`src/rtl/slot_pkg.sv`:
```
// Shared definitions for the slot machine reel controller:
// FSM state encoding and win score codes.
package slot_pkg;

  typedef enum logic [1:0] {
    ST_IDLE = 2'd0,
    ST_SPIN = 2'd1,
    ST_EVAL = 2'd2
  } state_t;

  localparam logic [1:0] WIN_NONE    = 2'd0;
  localparam logic [1:0] WIN_PAIR    = 2'd1;
  localparam logic [1:0] WIN_TRIPLE  = 2'd2;
  localparam logic [1:0] WIN_JACKPOT = 2'd3;

endpackage

```
`src/rtl/reel_counter.sv`:
```
// One reel: symbol register plus its remaining-step down-counter.
// Steps once per tick until the counter reaches zero, then holds.
module reel_counter #(
  parameter int SYM_W = 3,
  parameter int CNT_W = 5
) (
  input  logic             clk,
  input  logic             reset,
  input  logic             load,
  input  logic [CNT_W-1:0] count_in,
  input  logic             tick,
  input  logic             hold,
  output logic [SYM_W-1:0] sym,
  output logic [CNT_W-1:0] remaining
);

  always_ff @(posedge clk or negedge reset) begin
    if (!reset) begin
      sym       <= '0;
      remaining <= '0;
    end else if (load) begin
      remaining <= count_in;
    end else if (tick && !hold && (remaining != '0)) begin
      sym       <= sym + SYM_W'(1);
      remaining <= remaining - CNT_W'(1);
    end
  end

endmodule

```
`src/rtl/reel_spinner.sv`:
```
// Three-reel spin controller: seeds stop counts from the LFSR, steps the
// reels at a prescaled rate, then scores the final symbols.
//
// state   | meaning
// --------+-----------------------------------------------------
// IDLE    | waiting for start; reels and win hold last result
// SPIN    | prescaler running, reels stepping on each tick
// EVAL    | one cycle: score reels, pulse done on exit
module reel_spinner
  import slot_pkg::*;
#(
  parameter int LFSR_WIDTH  = 10,
  parameter int NUM_SYMBOLS = 8,
  parameter int MIN_SPIN    = 8,
  parameter int STEP_DIV    = 4
) (
  input  logic                           clk,
  input  logic                           reset,
  input  logic [LFSR_WIDTH-1:0]          lfsr_in,
  input  logic                           start,
  output logic                           busy,
  output logic [$clog2(NUM_SYMBOLS)-1:0] reel0,
  output logic [$clog2(NUM_SYMBOLS)-1:0] reel1,
  output logic [$clog2(NUM_SYMBOLS)-1:0] reel2,
  output logic                           done,
  output logic [1:0]                     win
);

  localparam int SYM_W = $clog2(NUM_SYMBOLS);
  localparam int CNT_W = $clog2(3 * MIN_SPIN + NUM_SYMBOLS);
  localparam int PRE_W = $clog2(STEP_DIV);

  state_t             state, state_next;
  logic [PRE_W-1:0]   prescaler;
  logic               load;
  logic               tick;
  logic [1:0]         win_score;
  logic [SYM_W-1:0]   sym [3];
  logic [CNT_W-1:0]   rem [3];

  // Bits above the three fields carry no information for the stop counts.
  logic unused_seed_bits;
  assign unused_seed_bits = ^lfsr_in;

  assign tick = (state == ST_SPIN) && (prescaler == PRE_W'(STEP_DIV - 1));

  for (genvar k = 0; k < 3; k++) begin : g_reel
    logic [CNT_W-1:0] count_in;
    assign count_in = CNT_W'(MIN_SPIN * (k + 1)) + CNT_W'(lfsr_in[SYM_W*k +: SYM_W]);

    reel_counter #(
      .SYM_W (SYM_W),
      .CNT_W (CNT_W)
    ) u_reel (
      .clk       (clk),
      .reset     (reset),
      .load      (load),
      .count_in  (count_in),
      .tick      (tick),
      .hold      (state != ST_SPIN),
      .sym       (sym[k]),
      .remaining (rem[k])
    );
  end

  assign reel0 = sym[0];
  assign reel1 = sym[1];
  assign reel2 = sym[2];
  assign busy  = (state == ST_SPIN) || (state == ST_EVAL);

  always_ff @(posedge clk or negedge reset) begin
    if (!reset) state <= ST_IDLE;
    else        state <= state_next;
  end

  // Reel 2 always stops last, so its final step ends the spin.
  always_comb begin
    state_next = state;
    load       = 1'b0;
    case (state)
      ST_IDLE: begin
        if (start) begin
          state_next = ST_SPIN;
          load       = 1'b1;
        end
      end
      ST_SPIN: begin
        if (tick && (rem[2] == CNT_W'(1))) state_next = ST_EVAL;
      end
      ST_EVAL: state_next = ST_IDLE;
      default: state_next = ST_IDLE;
    endcase
  end

  always_comb begin
    win_score = WIN_NONE;
    if ((sym[0] == sym[1]) && (sym[1] == sym[2])) begin
      win_score = (sym[0] == {SYM_W{1'b1}}) ? WIN_JACKPOT : WIN_TRIPLE;
    end else if ((sym[0] == sym[1]) || (sym[1] == sym[2]) || (sym[0] == sym[2])) begin
      win_score = WIN_PAIR;
    end
  end

  always_ff @(posedge clk or negedge reset) begin
    if (!reset) begin
      prescaler <= '0;
      win       <= WIN_NONE;
      done      <= 1'b0;
    end else begin
      done <= (state == ST_EVAL);
      if (load) begin
        prescaler <= '0;
        win       <= WIN_NONE;
      end else begin
        if (state == ST_SPIN) prescaler <= tick ? '0 : prescaler + PRE_W'(1);
        if (state == ST_EVAL) win <= win_score;
      end
    end
  end

endmodule
```
`config.mk`:
```
export PLATFORM = sky130hd
export DESIGN_NAME = reel_spinner
export DESIGN_NICKNAME = d
export VERILOG_FILES = /design/src/rtl/slot_pkg.sv /design/src/rtl/reel_counter.sv /design/src/rtl/reel_spinner.sv
export SDC_FILE = /design/constraint.sdc
export NUM_CORES = 1
export LEC_CHECK = 0
export CORE_MARGIN = 5
export CORE_UTILIZATION = 57
export CTS_CLUSTER_SIZE = 16
export DETAILED_ROUTE_END_ITERATION = 10
export PLACE_DENSITY = 0.87
export SLEW_MARGIN = 25
export SYNTH_ARGS = -nofsm -noshare
export SYNTH_HDL_FRONTEND = slang
export SYNTH_SLANG_ARGS = --single-unit
export TNS_END_PERCENT = 50
```
`constraint.sdc`:
```
create_clock -name clk -period 3 [get_ports clk]
set_input_delay 0.75 -clock clk [delete_from_list [all_inputs] [get_ports clk]]
set_output_delay 0.75 -clock clk [all_outputs]
set_load 0.03 [all_outputs]
```
# After elaboration in Yosys (flattened, before gate mapping)
# Cells that the tools add are included.
# totals
reg_bits,31
inputBits,13
out_inout_bits,13
word_cells,75
# op_classes
reduce_logical,24
n_bitwise,1
mux,19
addsub,10
n_eq_ne,11
# op_table
op,n
2-to-1 mux 5 bit,6
2-to-1 mux 2 bit,8
nonzero test 5 bit,3
"subtractor 5 x 1 -> 5 bit, second input constant",3
nonzero test 2 bit,5
"adder 3 x 1 -> 3 bit, second input constant",3
equality test 3 bit,3
AND reduction 2 bit,4
logical AND 1 bit,7
"adder 4 x 3 -> 5 bit, first input constant",1
"adder 4 x 4 -> 5 bit, first input constant",1
"adder 5 x 3 -> 5 bit, first input constant",1
"equality test 5 x 1 -> 1 bit, second input constant",1
"equality test 2 bit, second input constant",2
2-to-1 mux 1 bit,4
"!= test 2 x 1 -> 1 bit, second input constant",2
one-hot mux 2 bit (2 select lines),1
"equality test 3 bit, second input constant",1
logical OR 1 bit,3
"adder 2 x 1 -> 2 bit, second input constant",1
"equality test 2 x 1 -> 1 bit, second input constant",1
zero test 2 bit,1
"!= test 2 bit, second input constant",1
zero test 1 bit,1
NOT 1 bit,1

# Depth between registers and ports, before layout
# logic_depth
ltp_word,7
depth_mapped,7
ltp_nobuf,6

# Cells and area by module
# From an unflattened synthesis, not the netlist that was laid out.
# unflattened
hier_cells,180
hier_area_um2,1865.5
# by_module_without_submodules
mod,seq_area_each_um2,area_each_um2,n_inst,cells_per_inst
reel_counter,200.2,452.9,3,42
reel_spinner,175.2,506.7,1,54

# Least setup slack after synthesis
# No wires, ideal clock.
# synth_path
kind,register -> register
start,register state[1]
end,register g_reel[2].u_reel.sym[1]
required_ps,2872
period_less_slack_ps,1677
n_path_buf,1
setup_slack_ps,1323
arrival_ps,1549
setup_time_ps,128
path_stages_with_launch,8
path_cell_list,dfrtp_1 > inv_1 > ha_1 > buf_4 > nand2_4 > a31oi_4 > and2_1 > mux2_1
# synth_between
elab_chain_len,5
word_cells_on_any_way,10
cone_classes,eq/ne: 2; mux: 1; bitwise: 1; reduce/logical: 6
# synth_rtl
element,line_no,source
start: declaration,reel_spinner.sv:33,"state_t state, state_next;"
start signal: assignment,reel_spinner.sv:73,else state <= state_next;
equality test 2 x 1 -> 1 bit or != test 2 x 1 -> 1 bit (tied branches),"reel_spinner.sv:45, reel_spinner.sv:60",
logical AND 1 bit or zero test 1 bit (tied branches),"reel_spinner.sv:45, reel_counter.sv:23",
logical AND 1 bit (2 in a row),reel_counter.sv:23,end else if (tick && !hold && (remaining != '0)) begin
AND reduction 2 bit (no source line) *,n/a,
end signal: assignment,reel_counter.sv:24,sym <= sym + SYM_W'(1);
end: declaration,reel_counter.sv:13,"output logic [SYM_W-1:0] sym,"
# Every way passes the cells marked *; elsewhere a longest branch is shown, timed or not.
# A chain may end at the register's enable or synchronous reset.

# Worst setup path in the final report
# layout_path
start,register state[0]
end,output busy
# layout_between
elab_chain_len,2
word_cells_on_any_way,3
cone_classes,eq/ne: 2; reduce/logical: 1
# layout_rtl
element,line_no,source
equality test 2 x 1 -> 1 bit or equality test 2 bit (tied branches),reel_spinner.sv:69,assign busy = (state == ST_SPIN) || (state == ST_EVAL);
logical OR 1 bit *,reel_spinner.sv:69,
end: declaration,reel_spinner.sv:21,"output logic busy,"
# Marked as above.

==> out/results.ini <==
[outcome]
status = finished clean

[power_and_ir_drop]
swShare = 0.425
pwr-share-comb = 0.491
power.share.clock = 0.124
p_leak_nw = 0.917
pwr-share-seq = 0.385
power.internal_w = 0.00113
netSwitchingPower_w = 0.000837
powerDensity_mw_per_mm2 = 951
max-vdd-ir-drop_mv = 0.430

[clocking]
clock_latency_ps = 330
postCtsHoldBufs = 0
htreeDepth = 2
cts_tree = built
max-clock-path-buffers = 2
cts.sink_count = 31
cts_resized = 0
clk_pin_slew_ps = 80
cts_inserted_buffers = 5
post_cts_buffers = 0
root_buffer = clkbuf_4

[critical_path]
path_max_fanout = 3
r2r_end = g_reel[2].u_reel.sym[1]$_DFFE_PN0P_
cp-end-kind = output port
start_kind = register
r2r_slack_ps = 990
timing.rr.start = state[1]$_DFFE_PN0P_
cp-endpoint = busy
startpoint = state[0]$_DFFE_PN0P_
reg2reg_depth = 6
cp.arrival_ps = 1770
worstSetupPathType = register to output port
required_ps = 2250

[logic_synthesis]
synth_compound_area_frac = 0.0882
synth_cells = 163
synth-xor-area-share = 0.101
yosys_warnings = 0
synthSimpleGateAreaFrac = 0.182
ys_types = 36
synth_top_family_by_area = simple AND/OR/NAND/NOR gates
yosys-top-cells-count = dfrtp_1 (31), nand2_1 (17), ha_1 (13), xnor2_1 (11), inv_1 (10)
muxShareOfSynthArea = 0.0564
synthAdderAreaFrac = 0.0939
synth_area_per_cell_um2 = 10.6
synth_top_area_share = 0.448
synthTopCellsByArea = dfrtp_1 (45%), ha_1 (9.4%), xnor2_1 (5.6%)
ys_async_sr_fraction = 1.00
synth-seq-area-share = 0.448
syn_area_mm2 = 0.00173
synth_most_common_cell = dfrtp_1
synth-edff-count = 0
ys_ff_latch = 31
synth_top_area_cell = dfrtp_1
synthesis.nets = 189
ys.flop_type = dfrtp_1

[finish]
syn_to_final_growth_pct = 19.5
nFillCells = 244
seq_area_um2 = 776
final_area_mm2 = 0.00207
drive_gt1_frac = 0.109
diodes = 0
nets = 219
multi_input_area_um2 = 903

[detailed_routing]
vias = 1265
vias_per_cell = 5.60
first_pass_iters = 4
drc = 0
wirelength_mm = 3.35
drtAntennaViolNets = 0
drt_iter0_markers = 50
wire_per_inst_um = 14.8

[timing]
finalCriticalPeriod_ps = 2520
clock_skew_ps = 12.9
tightest_slew_ps = 409
timing.setup.tns_ps = 0
clock.fmax_mhz = 397
fin_crit_sh = 0.839
setup_viol = 0
drv_slew = 0
hold_viol = 0
relSlewSlack = 0.725
rsz0062_at_grt = false

[job]
max-cap-violations = 0

[placement]
dpl.hpwl_mm = 2.55
gp_congestion = 0.781
placed_area_mm2 = 0.00201
io_buffers = 24

[global_routing]
grt_overflow_total = 0
grt_start_max_net_pins = 32
antenna_found_initial = 0
grt_usage = 0.181
grt_first_pass_wirelength_mm = 5.69
grt_pass1_vias = 1288

[floorplan]
initial_utilization = 0.582
ios = 26
dieWidth_um = 65.1
die_h_um = 65.1
die-area_mm2 = 0.00424
coreArea_mm2 = 0.00298
rows = 20

[min_path]
hold_path.class = register to register

==> power groups by stage <==
stage	logic [W]	clock network (W)	registers, W
floorplan	0.000592	0	0.000838
global placement	0.000912	0	0.000750
detailed placement	0.000973	0	0.000768
CTS	0.000979	0.000252	0.000759
global route	0.00108	0.000277	0.000780
finish	0.000967	0.000245	0.000757
==> worst max-delay path, stage by stage, from the launching register on <==
cell             delay [ps]
dfrtp_1                 380
inv_1                    90
ha_1                    300
clkdlybuf4s50_1         670
==> per-layer routing <==
layer,vias up,track usage,share of wire
li1,616,-,-
met1,617,0.197,0.41
met2,28,0.324,0.53
met3,4,0.0479,0.041
met4,0,0.0881,0.014
met5,-,0,0
==> state kept, by name, summed over array words and instances (netlist names) <==
| register | count |
|---|---|
| win | 2 |
| state | 2 |
| prescaler | 2 |
| g_reel.u_reel.remaining | 15 |
| g_reel.u_reel.sym | 9 |
| done | 1 |
==> final cells by class <==
type	instances	area share
flip-flops and latches	31	0.375
multi-input cells	119	0.437
well taps	33	0.0200
repair buffers	26	0.123
inverters	10	0.0181
clock buffers	6	0.0248
clock inverters	1	0.00242
==> through the flow <==
stage                      util  instances  worst slack [ps]  hold slack, ps  power (W)
after global placement    0.676        219               723             498    0.00166
after CTS                 0.695        226               462             530    0.00199
final                     0.695        226               484             524    0.00197
after detailed placement  0.676        219               666             512    0.00174
after floorplan               -        163              1320             454    0.00143
after global routing      0.695        226               409             561    0.00214
==> kinds of logic after synthesis <==
family	after synthesis
simple gates	55
flops	31
compound gates	22
xor+xnor	20
buf+inv	13
fa+ha+maj	13
mux	9
==> worst min path at each step <==
stage | end | depth (start not counted) | start | slack (ps)
2_1_floorplan | done$_DFF_PN0_ | 0 | reset | 450
3_3_place_gp | state[1]$_DFFE_PN0P_ | 1 | state[1]$_DFFE_PN0P_ | 500
5_1_grt | state[1]$_DFFE_PN0P_ | 1 | state[1]$_DFFE_PN0P_ | 560
3_5_place_dp | state[1]$_DFFE_PN0P_ | 1 | state[1]$_DFFE_PN0P_ | 510
4_1_cts | state[1]$_DFFE_PN0P_ | 1 | state[1]$_DFFE_PN0P_ | 530
6_report | state[1]$_DFFE_PN0P_ | 1 | state[1]$_DFFE_PN0P_ | 520
==> layout by cell type, fill, tap and decap left out, drive strengths merged, types with 8 or more instances in the layout <==
master / n
nand2: 18
nor3: 10
nor2: 9
inv: 10
ha: 13
clkdlybuf4s50: 24
o21ai: 8
xnor2: 11
xor2: 9
dfrtp: 31
Note: power is estimated with default switching activity, not from simulation.
